===== config.mk =====
export PLATFORM = sky130hd
export DESIGN_NAME = redmule_job_dispatcher
export DESIGN_NICKNAME = d
export VERILOG_FILES = /design/src/rtl/redmule_job_dispatcher.sv
export SDC_FILE = /design/constraint.sdc
export NUM_CORES = 1
export LEC_CHECK = 0
export ABC_AREA = 1
export CORE_MARGIN = 1
export CORE_UTILIZATION = 44
export DETAILED_ROUTE_END_ITERATION = 12
export PLACE_DENSITY = 0.78
export SETUP_SLACK_MARGIN = 0.2
export SLEW_MARGIN = 25
export SYNTH_ARGS = -nofsm -noshare
export SYNTH_HDL_FRONTEND = slang
export SYNTH_SLANG_ARGS = --single-unit

===== constraint.sdc =====
create_clock -name clk_i -period 11.6 [get_ports clk_i]
set_input_delay 2.32 -clock clk_i [delete_from_list [all_inputs] [get_ports clk_i]]
set_output_delay 2.32 -clock clk_i [all_outputs]
set_load 0.02 [all_outputs]

===== src/rtl/redmule_job_dispatcher.sv =====
// redmule_job_dispatcher: buffers offloaded RedMulE jobs and runs them one at a time through the controller.
// Optional REDMULE_DISPATCH_PERF_EN adds perf_cycles_o (ISSUE..DONE cycle count of the last job).
module redmule_job_dispatcher #(
  parameter int unsigned N_CORES   = 8,
  parameter int unsigned N_CONTEXT = 2,
  parameter int unsigned ID_WIDTH  = 8,
  parameter int unsigned CfgWidth  = 256,
  localparam int unsigned CW = (N_CORES > 1) ? $clog2(N_CORES) : 1,
  localparam int unsigned OW = $clog2(N_CONTEXT + 1)
) (
  input  logic                         clk_i,
  input  logic                         rst_ni,
  input  logic                         clear_i,
  input  logic                         push_valid_i,
  output logic                         push_ready_o,
  input  logic [CfgWidth-1:0]          push_cfg_i,
  input  logic [CW-1:0]                push_core_i,
  output logic [ID_WIDTH-1:0]          push_id_o,
  output logic                         ctrl_start_o,
  output logic [CfgWidth-1:0]          ctrl_cfg_o,
  input  logic                         ctrl_cfg_cpl_i,
  input  logic                         ctrl_done_i,
  input  logic                         ctrl_busy_i,
  output logic [N_CORES-1:0][1:0]      evt_o,
  output logic [OW-1:0]                occupancy_o,
  output logic [ID_WIDTH-1:0]          running_id_o,
  output logic                         idle_o
`ifdef REDMULE_DISPATCH_PERF_EN
  ,
  output logic [31:0]                  perf_cycles_o
`endif
);
  localparam int unsigned PW = (N_CONTEXT > 1) ? $clog2(N_CONTEXT) : 1;
  typedef enum logic [2:0] {IDLE, ISSUE, WAIT_CFG, RUN, DONE} state_e;
  state_e              state_q;
  logic [CfgWidth-1:0] cfg_mem  [N_CONTEXT];
  logic [CW-1:0]       core_mem [N_CONTEXT];
  logic [ID_WIDTH-1:0] id_mem   [N_CONTEXT];
  logic [PW-1:0]       head_q, tail_q;
  logic [OW-1:0]       occ_q;
  logic [ID_WIDTH-1:0] id_q;
  logic                push, pop, empty;
`ifdef REDMULE_DISPATCH_PERF_EN
  logic [31:0]         cnt_q;
  function automatic logic [31:0] sat_inc(input logic [31:0] v);
    return (&v) ? v : v + 32'd1;
  endfunction
`endif
  function automatic logic [PW-1:0] nxt(input logic [PW-1:0] p);
    return (p == PW'(N_CONTEXT - 1)) ? '0 : p + PW'(1);
  endfunction
  assign empty        = occ_q == '0;
  assign push_ready_o = occ_q < OW'(N_CONTEXT);
  assign push         = push_valid_i & push_ready_o;
  assign pop          = state_q == DONE;
  assign push_id_o    = id_q;
  assign ctrl_start_o = state_q == ISSUE;
  assign ctrl_cfg_o   = empty ? '0 : cfg_mem[head_q];
  assign running_id_o = empty ? '0 : id_mem[head_q];
  assign occupancy_o  = occ_q;
  assign idle_o       = (state_q == IDLE) & empty;
  always_ff @(posedge clk_i) begin
    if (push) begin
      cfg_mem[tail_q]  <= push_cfg_i;
      core_mem[tail_q] <= push_core_i;
      id_mem[tail_q]   <= id_q;
    end
  end
  always_ff @(posedge clk_i or negedge rst_ni) begin
    if (!rst_ni) begin
      state_q <= IDLE;
      head_q  <= '0;
      tail_q  <= '0;
      occ_q   <= '0;
      id_q    <= '0;
      evt_o   <= '0;
`ifdef REDMULE_DISPATCH_PERF_EN
      cnt_q         <= '0;
      perf_cycles_o <= '0;
`endif
    end else if (clear_i) begin
      state_q <= IDLE;
      head_q  <= '0;
      tail_q  <= '0;
      occ_q   <= '0;
      id_q    <= '0;
      evt_o   <= '0;
`ifdef REDMULE_DISPATCH_PERF_EN
      cnt_q         <= '0;
      perf_cycles_o <= '0;
`endif
    end else begin
      evt_o <= '0;
      if (push) begin
        tail_q <= nxt(tail_q);
        id_q   <= id_q + ID_WIDTH'(1);
      end
      if (pop) head_q <= nxt(head_q);
      occ_q <= occ_q + OW'(push) - OW'(pop);
`ifdef REDMULE_DISPATCH_PERF_EN
      cnt_q <= ctrl_start_o ? 32'd1 : sat_inc(cnt_q);
      if (pop) perf_cycles_o <= sat_inc(cnt_q);
`endif
      case (state_q)
        IDLE:     if (!empty && !ctrl_busy_i) state_q <= ISSUE;
        ISSUE:    state_q <= WAIT_CFG;
        WAIT_CFG: if (ctrl_cfg_cpl_i) state_q <= RUN;
        RUN:      if (ctrl_done_i) state_q <= DONE;
        default: begin
          state_q                 <= IDLE;
          evt_o[core_mem[head_q]] <= {(occ_q == OW'(1)) && !push, 1'b1};
        end
      endcase
    end
  end
endmodule

### After elaboration in Yosys (flattened, before gate mapping)

Memories as Yosys holds them, arrays and structs flattened.
Index checks and enable logic that the tools add are counted.

| word-level totals | value |
|---|---|
| input bits | 266 |
| logic and storage cells | 69 |
| memories | 3 |
| memory bits (writable) | 534 |
| output and inout bits | 293 |
| bits in registers | 31 |

| cells by class | value |
|---|---|
| $add $sub $neg | 5 |
| equal/unequal tests | 8 |
| $lt $le $gt $ge | 3 |
| mux-type cells | 22 |
| reductions and logical operators | 12 |
| bitwise gates (word level) | 3 |

Memory list:

| memory | words | bits a word | read ports | clocked after Yosys merged registers in | wr ports | RTL line | RTL |
|---|---|---|---|---|---|---|---|
| cfg_mem | 2 | 256 | 1 | 0 | 1 | 36 | `logic [CfgWidth-1:0] cfg_mem [N_CONTEXT];` |
| id_mem | 2 | 8 | 1 | 0 | 1 | 38 | `logic [ID_WIDTH-1:0] id_mem [N_CONTEXT];` |
| core_mem | 2 | 3 | 1 | 0 | 1 | 37 | `logic [CW-1:0] core_mem [N_CONTEXT];` |

Operator list:

| cell | count |
|---|---|
| $mux 256 | 1 |
| $mux 16 | 2 |
| $mux 8 | 3 |
| $and 16x16->16 | 1 |
| $mux 3 | 4 |
| $pmux 3 s4 | 1 |
| $add 8x1->8 const B | 1 |
| $mux 1 | 8 |
| $demux 2 s3 | 1 |
| $eq 3x2->1 const B | 2 |
| $ne 3x3->1 const B | 2 |
| $lt 3x4->1 const B | 1 |
| $mux 2 | 2 |
| $reduce_bool 2->1 | 2 |
| $reduce_or 4->1 | 1 |
| $eq 3x1->1 const B | 1 |
| $eq 3x3->1 const B | 1 |
| $ge 3x1->1 const B | 1 |
| $logic_and 1x1->1 | 3 |
| $logic_not 1->1 | 3 |
| $logic_not 3->1 | 1 |
| $ne 3x2->1 const B | 1 |
| $reduce_and 3->1 | 1 |
| $add 1x1->1 const B | 2 |
| other kinds (6) | 7 |

### Depth between registers and ports, before layout

An unclocked memory read counts as a cell.

| depth | value |
|---|---|
| depth in word-level cells | 8 |
| gate-level depth with buffers | 9 |
| gate-level depth less buffers | 9 |

### Worst setup path before layout

No wires, ideal clock.

| timing path | value |
|---|---|
| path type | in2reg |
| start point | input push_valid_i |
| end point | memory cfg_mem[1][0] (enable) |
| arrival | 13.576 ns |
| stages | 2 |
| data required time | 10.697 ns |
| setup time | 0.903 ns |
| buffers on the path | 0 |
| setup slack | -2.879 ns |
| cells stage by stage | nand2_1 -> nor2_1 |

| between the ends | value |
|---|---|
| cells in the longest elaborated chain, start to end | 3 |

RTL lines:

| item | RTL line | RTL |
|---|---|---|
| from (decl) | 14 | `input logic push_valid_i,` |
| $and 1x1->1 | 54 | `assign push = push_valid_i & push_ready_o;` |
| $mux 1 | 63 | `if (push) begin` |
| $mux 1 (implied by the code) | 64 | `cfg_mem[tail_q] <= push_cfg_i;` |
| to (decl) | 36 |  |

Every way passes these cells.

### Worst setup path in the final report

| timing path | value |
|---|---|
| start point | register head_q |
| end point | output ctrl_cfg_o[246] |

| between the ends | value |
|---|---|
| cells in the longest elaborated chain, start to end | 2 |

RTL lines:

| item | RTL line | RTL |
|---|---|---|
| from (decl) | 39 | `logic [PW-1:0] head_q, tail_q;` |
| from (signal assigned) | 98 | `if (pop) head_q <= nxt(head_q);` |
| $mem_v2 2x256 | n/a |  |
| $mux 256 | 58 | `assign ctrl_cfg_o = empty ? '0 : cfg_mem[head_q];` |
| to (decl) | 20 | `output logic [CfgWidth-1:0] ctrl_cfg_o,` |

Every way passes these cells.

==> flow_summary_export.csv <==
group,metric,value,unit
outcome,status,"complete, no violations",
min_path,hp-class,"flop to flop",
synthesis,synth_seq_cells,565,
placement,placed_cells,2679,
global_routing,gr-total-overflow,0,
power,ir_worst_vdd,0.000145,V
global_routing,grt_pass1_wl,85.2,mm
floorplanning,ioPinCount,559,
sta,grt_setup_unrepaired,"no",
finish,areaGrowthSynthToFinish,37.1,%
synthesis,syn_inst,1580,
sta,fmax,158,MHz
synthesis,synthMuxAreaShare,0,
sta,hold_violations,0,
placement,gp_congestion,0.828,
global_routing,antenna_found_initial,8,
floorplanning,core,47600,µm²
placement,dpl_cell_area,27300,µm²
sta,setup_violations,0,
finish,final_cell_mix,"564 x nand2_1, 558 x clkdlybuf4s50_1, 534 x edfxtp_1",
detailed_routing,vias,14382,
detailed_routing,vias_per_cell,5.15,
finish,layout.cells.non_filler,2790,
clocking,numCtsBuffers,57,
synthesis,synth-simple-area-share,0.114,
synthesis,ys_types,29,
sta,finClkSkew,0.0158,ns
global_routing,grt_pass1_vias,14468,
clocking,cts_sinks,565,
sta,min_period,6.34,ns
sta,worst_pin_slew,1.04,ns
finish,drive_gt1_frac,0.0526,
global_routing,grtUsageMet1,0.268,
clocking,hold_buffers,0,
setup_path,endpoint_kind,"output port",
detailed_routing,drtPass1Iterations,5,
synthesis,avgSynthCellArea,13.4,µm²
synthesis,yosys-top-cells-area,"edfxtp_1 76%, nand2_1 10%, a21oi_1 6.4%",
clocking,postCtsSetupBuffers,0,
synthesis,yosysTopAreaCell,"edfxtp_1",
sta,fin_tns_setup,0,ns
power,power.total,0.00548,W
detailed_routing,drt_iter0_markers,1100,
synthesis,synth_edf_count,534,
placement,hpwl,36.1,mm
setup_path,required,9.28,ns
sta,relSlewSlack,0.305,
global_routing,grt_use_met2,0.383,
floorplanning,die_area,49100,µm²
flow_run,max_cap_viol_count,0,
synthesis,synth_async_sr_flop_share,0.0549,
synthesis,ys_seq_area_frac,0.793,
global_routing,grtUsageTotal,0.227,
min_path,hold_start,"push_id_o[4]",
setup_path,crit_fanout,85,
synthesis,synth_top_family_by_area,"simple AND/OR/NAND/NOR gates",
clocking,clk_pin_slew,0.06,ns
setup_path,crit_type,"flop to output port",
synthesis,synth_top_area_share,0.756,
global_routing,top_usage_layer,"met2",
finish,nNetsFinal,2391,
clocking,cts_resized,0,
clocking,clk_latency,0.59,ns
placement,numPortBuffers,558,
synthesis,synth_xor_area_frac,0.000413,
detailed_routing,wl_per_cell,20.5,µm
floorplanning,rows,80,
setup_path,reg2reg_from,"occupancy_o[1]",
synthesis,syn-num-nets,1848,
setup_path,arrival,4.02,ns
global_routing,grt_max_degree,94,
synthesis,synth_fa_ha_area_frac,0.00118,
setup_path,cp-startpoint,"head_q",
synthesis,synth_compound_area_frac,0.0652,
detailed_routing,drc,0,
detailed_routing,wl,57.1,mm
finish,final_core_util,0.610,
clocking,htreeDepth,2,
clocking,cts_tree,"built",
floorplanning,start_util,0.445,
finish,final_common_cell,"nand2_1",
setup_path,start_kind,"flop",
floorplanning,dieHeight,222,µm
clocking,cts_buffer_depth,3,
clocking,cts-root-buf,"clkbuf_16",
synthesis,synthFlopType,"edfxtp_1",
finish,fin_area,29100,µm²
power,power_leakage,10.3,nW
global_routing,met3_usage,0.0758,
power,p_per_area,188,nW/µm²
synthesis,ys_warn_count,0,
floorplanning,die_w,222,µm
sta,min_period_over_period,0.547,
detailed_routing,ant_nets,0,
synthesis,synth_area,21200,µm²
sta,drv_slew,0,
==> registers in the layout, summed over array words and instances, names as in the netlist <==
signal	count
cfg_mem	512
evt_o	16
id_mem	16
push_id_o	8
core_mem	6
state_q	3
occupancy_o	2
head_q	1
tail_q	1
==> worst paths after layout <==
| path | endpoint | slack [ns] | cells after the start |
|---|---|---|---|
| setup / recovery | ctrl_cfg_o[246] | 5.26 | 5 |
| max in group asynchronous | head_q | 9.09 | 2 |
| min in group asynchronous | evt_o[7] | 2.15 | 2 |
| setup reg to reg | cfg_mem[0][135] | 7.91 | 5 |
| hold / removal | id_mem[1][4] | 0.55 | 0 |
| hold reg to reg | id_mem[1][4] | 0.55 | 0 |
==> synthesized netlist by cell type (2+ instances only) <==
cell type	n
nand2_1	564
edfxtp_1	534
a21oi_1	270
buf_2	83
dfrtp_1	31
nor2_1	24
inv_1	18
nor3_1	12
nand3_1	8
o21ai_0	5
buf_4	4
inv_2	3
nand4_1	3
clkbuf_1	2
ha_1	2
nand2_2	2
nor2_2	2
nor3b_1	2
==> where the power goes <==
part           leakage, nW  internal [W]  switching, W
clock network        0.896       0.00102      0.000751
registers             5.42       0.00243     0.0000466
logic                 4.01      0.000489      0.000745
total                 10.3       0.00393       0.00154
==> layer usage <==
| metal | share of wire | vias up |
|---|---|---|
| met3 | 0.098 | 106 |
| met4 | 0.031 | 8 |
| li1 | - | 6657 |
| met1 | 0.37 | 6943 |
| met2 | 0.50 | 668 |
| met5 | 0.00095 | - |
==> stage by stage <==
| step | setup slack, ns | hold WS [ns] |
|---|---|---|
| 2_1_floorplan | 1.65 | 0.521 |
| 5_1_grt | 5.11 | 0.588 |
| 6_report | 5.26 | 0.551 |
| 3_5_place_dp | 5.59 | 0.533 |
| 4_1_cts | 5.24 | 0.555 |
| 3_3_place_gp | 5.63 | 0.521 |
==> worst max-delay path, cell delays in order (launching register included) <==
cell and delay, ns:
dfrtp_4 0.74, buf_4 0.80, buf_4 0.66, nand2_1 0.12, a21oi_1 0.29, clkdlybuf4s50_1 0.66
==> final cells by class <==
class / instances / area [µm²]
Clock inverter: 35 / 283
Clock buffer: 70 / 1520
Fill cell: 3491 / 18600
Multi-Input combinational cell: 902 / 3860
Timing Repair Buffer: 574 / 5720
Tap cell: 615 / 769
Antenna cell: 6 / 15.0
Sequential cell: 565 / 16800
Inverter: 23 / 103
==> cell families after synthesis <==
group                      after synthesis
AOI/OAI and AO/OA                      276
buffers and inverters                  113
adders and majority gates                2
DFF                                    565
xor gates and xnor gates                 1
and+or+nand+nor                        623
Power figures use the tool's default switching activity.
